--- config.mk ---
export PLATFORM = sky130hd
export DESIGN_NAME = outreg_seq
export DESIGN_NICKNAME = d
export VERILOG_FILES = /design/src/rtl/outreg_seq.sv
export SDC_FILE = /design/constraint.sdc
export NUM_CORES = 1
export LEC_CHECK = 0
export CAP_MARGIN = 20
export CORE_AREA = 2 2 73 75
export DETAILED_ROUTE_END_ITERATION = 10
export DIE_AREA = 0 0 75 77
export PLACE_DENSITY = 0.72
export SLEW_MARGIN = 30
export SYNTH_ARGS = -nofsm -noshare
export SYNTH_HDL_FRONTEND = slang
export SYNTH_SLANG_ARGS = --single-unit
--- constraint.sdc ---
create_clock -name clk -period 1.66 [get_ports clk]
set_input_delay 0.415 -clock clk [delete_from_list [all_inputs] [get_ports clk]]
set_output_delay 0.415 -clock clk [all_outputs]
set_load 0.01 [all_outputs]
--- src/rtl/outreg_seq.sv ---
// Packer sequencer: accepts a code (valid/ready, at most one every 2 cycles), drains full bytes to IO RAM port B next cycle.
// Optional OUTSEQ_EOS_EN appends the end code on write_sp before the final flush; stalls code_ready while bytes are pending.
module outreg_seq #(
    parameter int          ADDR_W   = 10,
    parameter logic [12:0] EOS_CODE = 13'h1FFF
) (
    input  logic              clk,
    input  logic              rst,
    input  logic              start,
    input  logic [ADDR_W-1:0] start_addr,
    input  logic              code_valid,
    input  logic [12:0]       code_data,
    input  logic              code_last,
    output logic              code_ready,
    output logic              write_data,
    output logic              write_sp,
    output logic              read_data,
    output logic [12:0]       prefix_data,
    input  logic              valid_dcnt,
    input  logic              tc_outreg,
    input  logic [7:0]        lzw_byte,
    output logic              ram_we,
    output logic [ADDR_W-1:0] ram_addr,
    output logic [7:0]        ram_wdata,
    output logic              busy,
    output logic              done,
    output logic [ADDR_W:0]   byte_cnt,
    output logic              ovf
);

    localparam int CODE_W = $bits(EOS_CODE);

    typedef enum logic [2:0] {
        S_IDLE,
        S_ACCEPT,
        S_DRAIN,
        S_EOS,
        S_FLUSH,
        S_DONE
    } state_t;

    state_t            state;
    state_t            state_nxt;
    logic              last_r;
    // Extra top bit marks the address space as exhausted; it never wraps.
    logic [ADDR_W:0]   addr_r;

    always_comb begin
        state_nxt  = state;
        code_ready = 1'b0;
        write_data = 1'b0;
        write_sp   = 1'b0;
        read_data  = 1'b0;
        done       = 1'b0;
        case (state)
            S_IDLE: begin
                if (start) state_nxt = S_ACCEPT;
            end
            S_ACCEPT: begin
                code_ready = 1'b1;
                if (code_valid) begin
                    write_data = 1'b1;
                    state_nxt  = S_DRAIN;
                end
            end
            S_DRAIN: begin
                if (valid_dcnt) begin
                    read_data = 1'b1;
                end else if (last_r) begin
`ifdef OUTSEQ_EOS_EN
                    state_nxt = S_EOS;
`else
                    state_nxt = S_FLUSH;
`endif
                end else begin
                    state_nxt = S_ACCEPT;
                end
            end
`ifdef OUTSEQ_EOS_EN
            S_EOS: begin
                write_sp  = 1'b1;
                state_nxt = S_FLUSH;
            end
`endif
            S_FLUSH: begin
                // A pop with fewer than 8 bits held zero-pads and empties the packer.
                if (tc_outreg) state_nxt = S_DONE;
                else           read_data = 1'b1;
            end
            S_DONE: begin
                done      = 1'b1;
                state_nxt = S_IDLE;
            end
            default: state_nxt = S_IDLE;
        endcase
    end

    always_ff @(posedge clk or posedge rst) begin
        if (rst) begin
            state    <= S_IDLE;
            last_r   <= 1'b0;
            addr_r   <= '0;
            byte_cnt <= '0;
            ovf      <= 1'b0;
        end else begin
            state <= state_nxt;
            if (state == S_IDLE && start) begin
                addr_r   <= {1'b0, start_addr};
                byte_cnt <= '0;
                ovf      <= 1'b0;
            end
            if (write_data) last_r <= code_last;
            // Dropped bytes are still popped so the packer stays in step.
            if (read_data) begin
                if (addr_r[ADDR_W]) begin
                    ovf <= 1'b1;
                end else begin
                    addr_r   <= addr_r + (ADDR_W + 1)'(1);
                    byte_cnt <= byte_cnt + (ADDR_W + 1)'(1);
                end
            end
        end
    end

    assign prefix_data = write_data ? CODE_W'(code_data) : '0;
    assign ram_we      = read_data & ~addr_r[ADDR_W];
    assign ram_addr    = addr_r[ADDR_W-1:0];
    assign ram_wdata   = ram_we ? lzw_byte : 8'h00;
    assign busy        = (state != S_IDLE);

endmodule

* Word-level counts from Yosys, hierarchy flattened
Index checks and enable logic that the tools add are counted. W data, S select, Z words.
Word-level totals: register bits 27, output and inout bits 50, word-level logic and storage cells 45
Cells by class: add/sub/neg operators 2, equal/unequal tests 8, multiplexer cells 24, bitwise gates (word level) 2, reduce and logical (&&, ||, !) cells 4
Operator list (count):
- $mux W11 | 6
- $add A11 B1 Y11 const B | 2
- $mux W3 | 5
- $mux W13 | 1
- $pmux W3 S4 | 1
- $mux W1 | 9
- $mux W8 | 1
- $ne A2 B2 Y1 const B | 4
- $eq A3 B3 Y1 const B | 2
- $reduce_and A4 Y1 | 1
- $eq A3 B1 Y1 const B | 1
- $eq A3 B2 Y1 const B | 1
- $logic_not A3 Y1 | 1
- $reduce_bool A3 Y1 | 1
- $pmux W1 S2 | 1
- $and A1 B1 Y1 | 1
- $logic_and A1 B1 Y1 | 1
- $not A1 Y1 | 1

* Depth between registers and ports, before layout
word-level depth 5, depth in mapped cells 7

* Worst setup path before layout
No wires, ideal clock.
path kind reg-to-output, from register state[2], to output port prefix_data[10], arrival time 1443 ps, data required time 1245 ps, setup slack -198 ps, stages on the path, launching flop included 5, path buffers 2, cell sequence dfrtp_1 -> buf_2 -> nor3b_1 -> clkbuf_1 -> and3_1
On the way: longest elaborated chain between the ends 3
RTL lines:
- start, declared | line 42 | state_t state;
- start signal, assigned | line 106 | state <= state_nxt;
- $eq A3 B1 Y1 | line 55 | case (state)
- $mux W1 | line 55
- $mux W13 | line 125 | assign prefix_data = write_data ? CODE_W'(code_data) : '0;
- end, declared | line 18 | output logic [12:0] prefix_data,
No other way between the ends.

* Worst setup path in the final report
from register state[1], to output port ram_wdata[7]
On the way: longest elaborated chain between the ends 4, elaborated cells on any way between the ends 5
RTL lines:
- $eq A3 B3 Y1 / $eq A3 B2 Y1 (equally long branches) | line 55
- $pmux W1 S2 (*) | line 55
- $and A1 B1 Y1 (*) | line 126 | assign ram_we = read_data & ~addr_r[ADDR_W];
- $mux W8 (*) | line 128 | assign ram_wdata = ram_we ? lzw_byte : 8'h00;
- end, declared | line 24 | output logic [7:0] ram_wdata,
Every way passes the cells marked *; elsewhere a longest branch is shown, timed or not.

==> impl_metrics.tcl <==
set metrics [dict create \
    count_of_h_tree_levels_built_during_cts 1 \
    start_util_pct 35.3 \
    io_pins 88 \
    total_count_of_hold_check_failures_in_the_final_report 0 \
    sequential_cell_area_um2 677 \
    timing.clock.skew_ns 0.00383 \
    path_max_fanout 3 \
    flops_latches_synth 27 \
    synth_adder_area_share_pct 1.42 \
    synth_top_family_by_area "simple AND/OR/NAND/NOR gates" \
    grt_util_all_layers_pct 22.9 \
    vias 2169 \
    post_synth_and_or_nand_nor_area_fraction_pct 31.6 \
    reg2reg_slack_ns -0.42 \
    timing.final.setup_violations 52 \
    min_period_over_period_pct 135 \
    nets 381 \
    routed_wl_um 7210 \
    edff_count_synth 0 \
    synth_area_per_cell_um2 8.92 \
    finalSetupTns_ns -16.67 \
    critPathTopFamily "buffers and inverters" \
    synthMuxAreaShare_pct 1.78 \
    unrepaired_setup_endpoints_after_global_routing "yes" \
    critPathLaunchType "flop" \
    max_cap_viol_count 0 \
    clk_pin_slew_ns 0.09 \
    largest_incremental_delay_on_the_critical_path_ns 0.40 \
    synth_sequential_area_ratio_pct 38.5 \
    critical_path.slowest_cell "dfrtp_1" \
    antenna_cells_inserted 0 \
    final-max-slew-violation-count 0 \
    die-width_um 75 \
    clock_insertion_delay_worst_skew_ns 0.27 \
    initial_antenna_violation_count 0 \
    core_region_area_um2 4980 \
    number_of_global_route_vias_before_repair 2130 \
    die_y_um 77 \
    io_buffer_count 86 \
    worstReg2RegEnd "addr_r[7]" \
    cts_hold_repair.buffers 0 \
    cts-buffers-inserted 3 \
    power_density_over_the_cells_nw_per_um2 1380 \
    nets_in_the_synthesized_netlist 237 \
    achievable-frequency_ghz 0.446 \
    final.setup.worst_slack_ns -0.584 \
    failed_checks "setup timing" \
    critical_path_buf_inv_count 4 \
    ys_warn_count 0 \
    multi_input_combinational_cell_area_um2 1240 \
    hpwl_um 3770 \
    synth-compound-area-share_pct 15.7 \
    finalPower_w 0.00507 \
    drtAntennaViolNets 0 \
    leak_nw 1.68 \
    postSynth.topFlopCell "dfrtp_1" \
    xor_and_xnor_fraction_of_the_mapped_netlist_area_pct 1.50 \
    drt_pre_antenna_iters 4 \
    cts_root_buffer "clkbuf_8" \
    drive_above_1_share_pct 48.8 \
    drc 0 \
    status "complete, but fails checks" \
    cp.arrival_ns 1.83 \
    final_period_demand_of_the_worst_path_ns 2.24 \
    grt_max_degree 28 \
    hold_path_class "in2async" \
    route.detailed.wl_per_inst_um 17.6 \
    critPathCaptureType "primary output" \
    cp_cell_sequence "buf_6 > and4bb_2 > o21ai_4 > clkinvlp_4 > buf_6 > and2_4 > buf_6" \
    ir_drop_mv 0.643 \
    required_ns 1.24 \
    overflow 0 \
    max_slew_margin_pct 61.4 \
    startpoint_of_the_worst_slack_reg_to_reg_timing_path "state[1]" \
    layout.core_utilization_pct 73.6 \
    detail_route.vias_per_cell 5.29 \
    synth.cell_area_um2 1760 \
    worst-r2r-cell-count 10 \
    async_sr_flop_fraction_pct 100 \
    tightest_slew_ns 0.578 \
    tritoncts_num_sinks 27 \
    timing.setup.critical_path_class "reg2out" \
    gp_routability_congestion 0.799 \
    drt_iter0_markers 160 \
    worst_path_most_repeated_cell "buf_6" \
    layout.filler_cells 333 \
    std_cell_rows 26 \
    dieArea_um2 5780 \
    cts-root-to-sink-buffers 2 \
    area_growth_from_synthesis_to_layout_pct 108 \
    cts_tree "built" \
    synthesis.instances 197 \
    grt_pass1_wl_um 10300 \
    yosys.cell_types.count 54 \
]
[cells in the final DEF, fill, tap and decap left out, types with 3 or more instances in the layout]
master / netlist / routed
clkdlybuf4s50_1: 0 / 51
buf_6: 1 / 49
buf_4: 11 / 47
dfrtp_1: 27 / 26
nand2_1: 17 / 14
nor2_1: 13 / 13
and3_4: 0 / 13
and2_4: 0 / 9
inv_1: 6 / 5
o211ai_1: 5 / 5
nand3_2: 0 / 5
nor3_4: 0 / 4
nand4_1: 4 / 4
nand3_1: 9 / 4
nor3_1: 11 / 4
dlymetal6s2s_1: 0 / 4
dlygate4sd2_1: 0 / 4
and3_1: 16 / 3
o31ai_1: 3 / 3
o32ai_1: 3 / 3
nor3_2: 0 / 3
a21oi_1: 5 / 3
clkbuf_8: 0 / 3
[how the worst max path moves through the flow]
| stage | from | to | slack (ns) | cells past startpoint |
|---|---|---|---|---|
| 2_1_floorplan | state[0] | ram_wdata[2] | -0.05 | 6 |
| 3_5_place_dp | tc_outreg | ram_wdata[5] | -0.98 | 6 |
| 5_1_grt | state[0] | ram_wdata[5] | -0.63 | 7 |
| 3_3_place_gp | tc_outreg | ram_wdata[1] | -0.97 | 6 |
| 4_1_cts | state[1] | ram_wdata[7] | -0.50 | 7 |
| 6_report | state[1] | ram_wdata[7] | -0.58 | 7 |
[metrics by stage]
step                      instances  area [µm²]  worst slack [ns]  hold WS (ns)
after floorplan                 197        1790           -0.0531         0.468
after CTS                       401        3300            -0.504         0.498
after global placement          359        2790            -0.969         0.476
final                           410        3660            -0.584         0.494
after global routing            410        3660            -0.628         0.525
after detailed placement        359        2790            -0.979         0.485
[layer usage]
| metal | global-route usage (%) | vias up | wire [µm] |
|---|---|---|---|
| met5 | 0 | - | 0 |
| met4 | 7.86 | 0 | 159 |
| met3 | 3.94 | 15 | 380 |
| met2 | 37.6 | 93 | 3900 |
| met1 | 29.7 | 1063 | 2770 |
| li1 | - | 998 | - |
[cell type report]
| class | count | area share [%] |
|---|---|---|
| Clock buffer | 4 | 1.23 |
| Inverter | 6 | 0.820 |
| Multi-Input combinational cell | 142 | 33.9 |
| Sequential cell | 27 | 18.5 |
| Tap cell | 70 | 2.39 |
| Timing Repair Buffer | 160 | 43.0 |
| Timing Repair inverter | 1 | 0.205 |
[power by group]
part	total [W]	internal, W	switching, W	leakage [nW]
Combinational	0.00373	0.00210	0.00163	1.31
Sequential	0.000971	0.000843	0.000128	0.345
Clock	0.000371	0.000172	0.000199	0.0228
[worst min-delay path, stage by stage]
cell,delay (ns)
clkdlybuf4s50_1,0.39
inv_1,0.05
buf_4,0.32
[state kept, by name, summed over array words and instances (netlist names)]
register / count
addr_r: 11
byte_cnt: 11
last_r: 1
ovf: 1
state: 3
[cell families (layout without fill, tap and decap cells)]
family,count (synthesis),count (layout)
simple gates,96,96
compound gates,37,37
buf+inv,28,171
flops,27,27
xor+xnor,3,3
mux,3,3
fa+ha+maj,2,2
other cells,1,1
[cell usage after synthesis (2+ instances only)]
| cell type | count | share of area (%) |
|---|---|---|
| xnor2_1 | 2 | 1.0 |
| nor3_1 | 11 | 3.1 |
| buf_2 | 7 | 2.0 |
| o32ai_1 | 3 | 1.5 |
| a22o_1 | 2 | 1.0 |
| o22ai_1 | 2 | 0.71 |
| buf_4 | 11 | 4.7 |
| a211oi_1 | 2 | 0.85 |
| clkbuf_1 | 2 | 0.43 |
| nand2_1 | 17 | 3.6 |
| o31ai_1 | 3 | 1.3 |
| dfrtp_1 | 27 | 38 |
| o211ai_1 | 5 | 2.1 |
| nand4_1 | 4 | 1.4 |
| a21oi_1 | 5 | 1.4 |
| and3_1 | 16 | 5.7 |
| nand3_1 | 9 | 2.6 |
| o21ai_0 | 3 | 0.85 |
| ha_1 | 2 | 1.4 |
| mux2i_1 | 2 | 1.1 |
| inv_1 | 6 | 1.3 |
| o31a_1 | 2 | 1.0 |
| nor2b_1 | 2 | 0.71 |
| nor2_1 | 13 | 2.8 |
| and2_1 | 10 | 3.6 |
[repair_timing]
action | 4_1_cts | 5_1_grt
resized for setup | 178 | 65
gates cloned | 5 | 0
pin swaps | 26 | 23
buffers inserted | 36 | 13
endpoints found under the setup margin | 64 | 56
endpoints found under the hold margin | 0 | 0
Note: power is estimated with default switching activity, not from simulation.
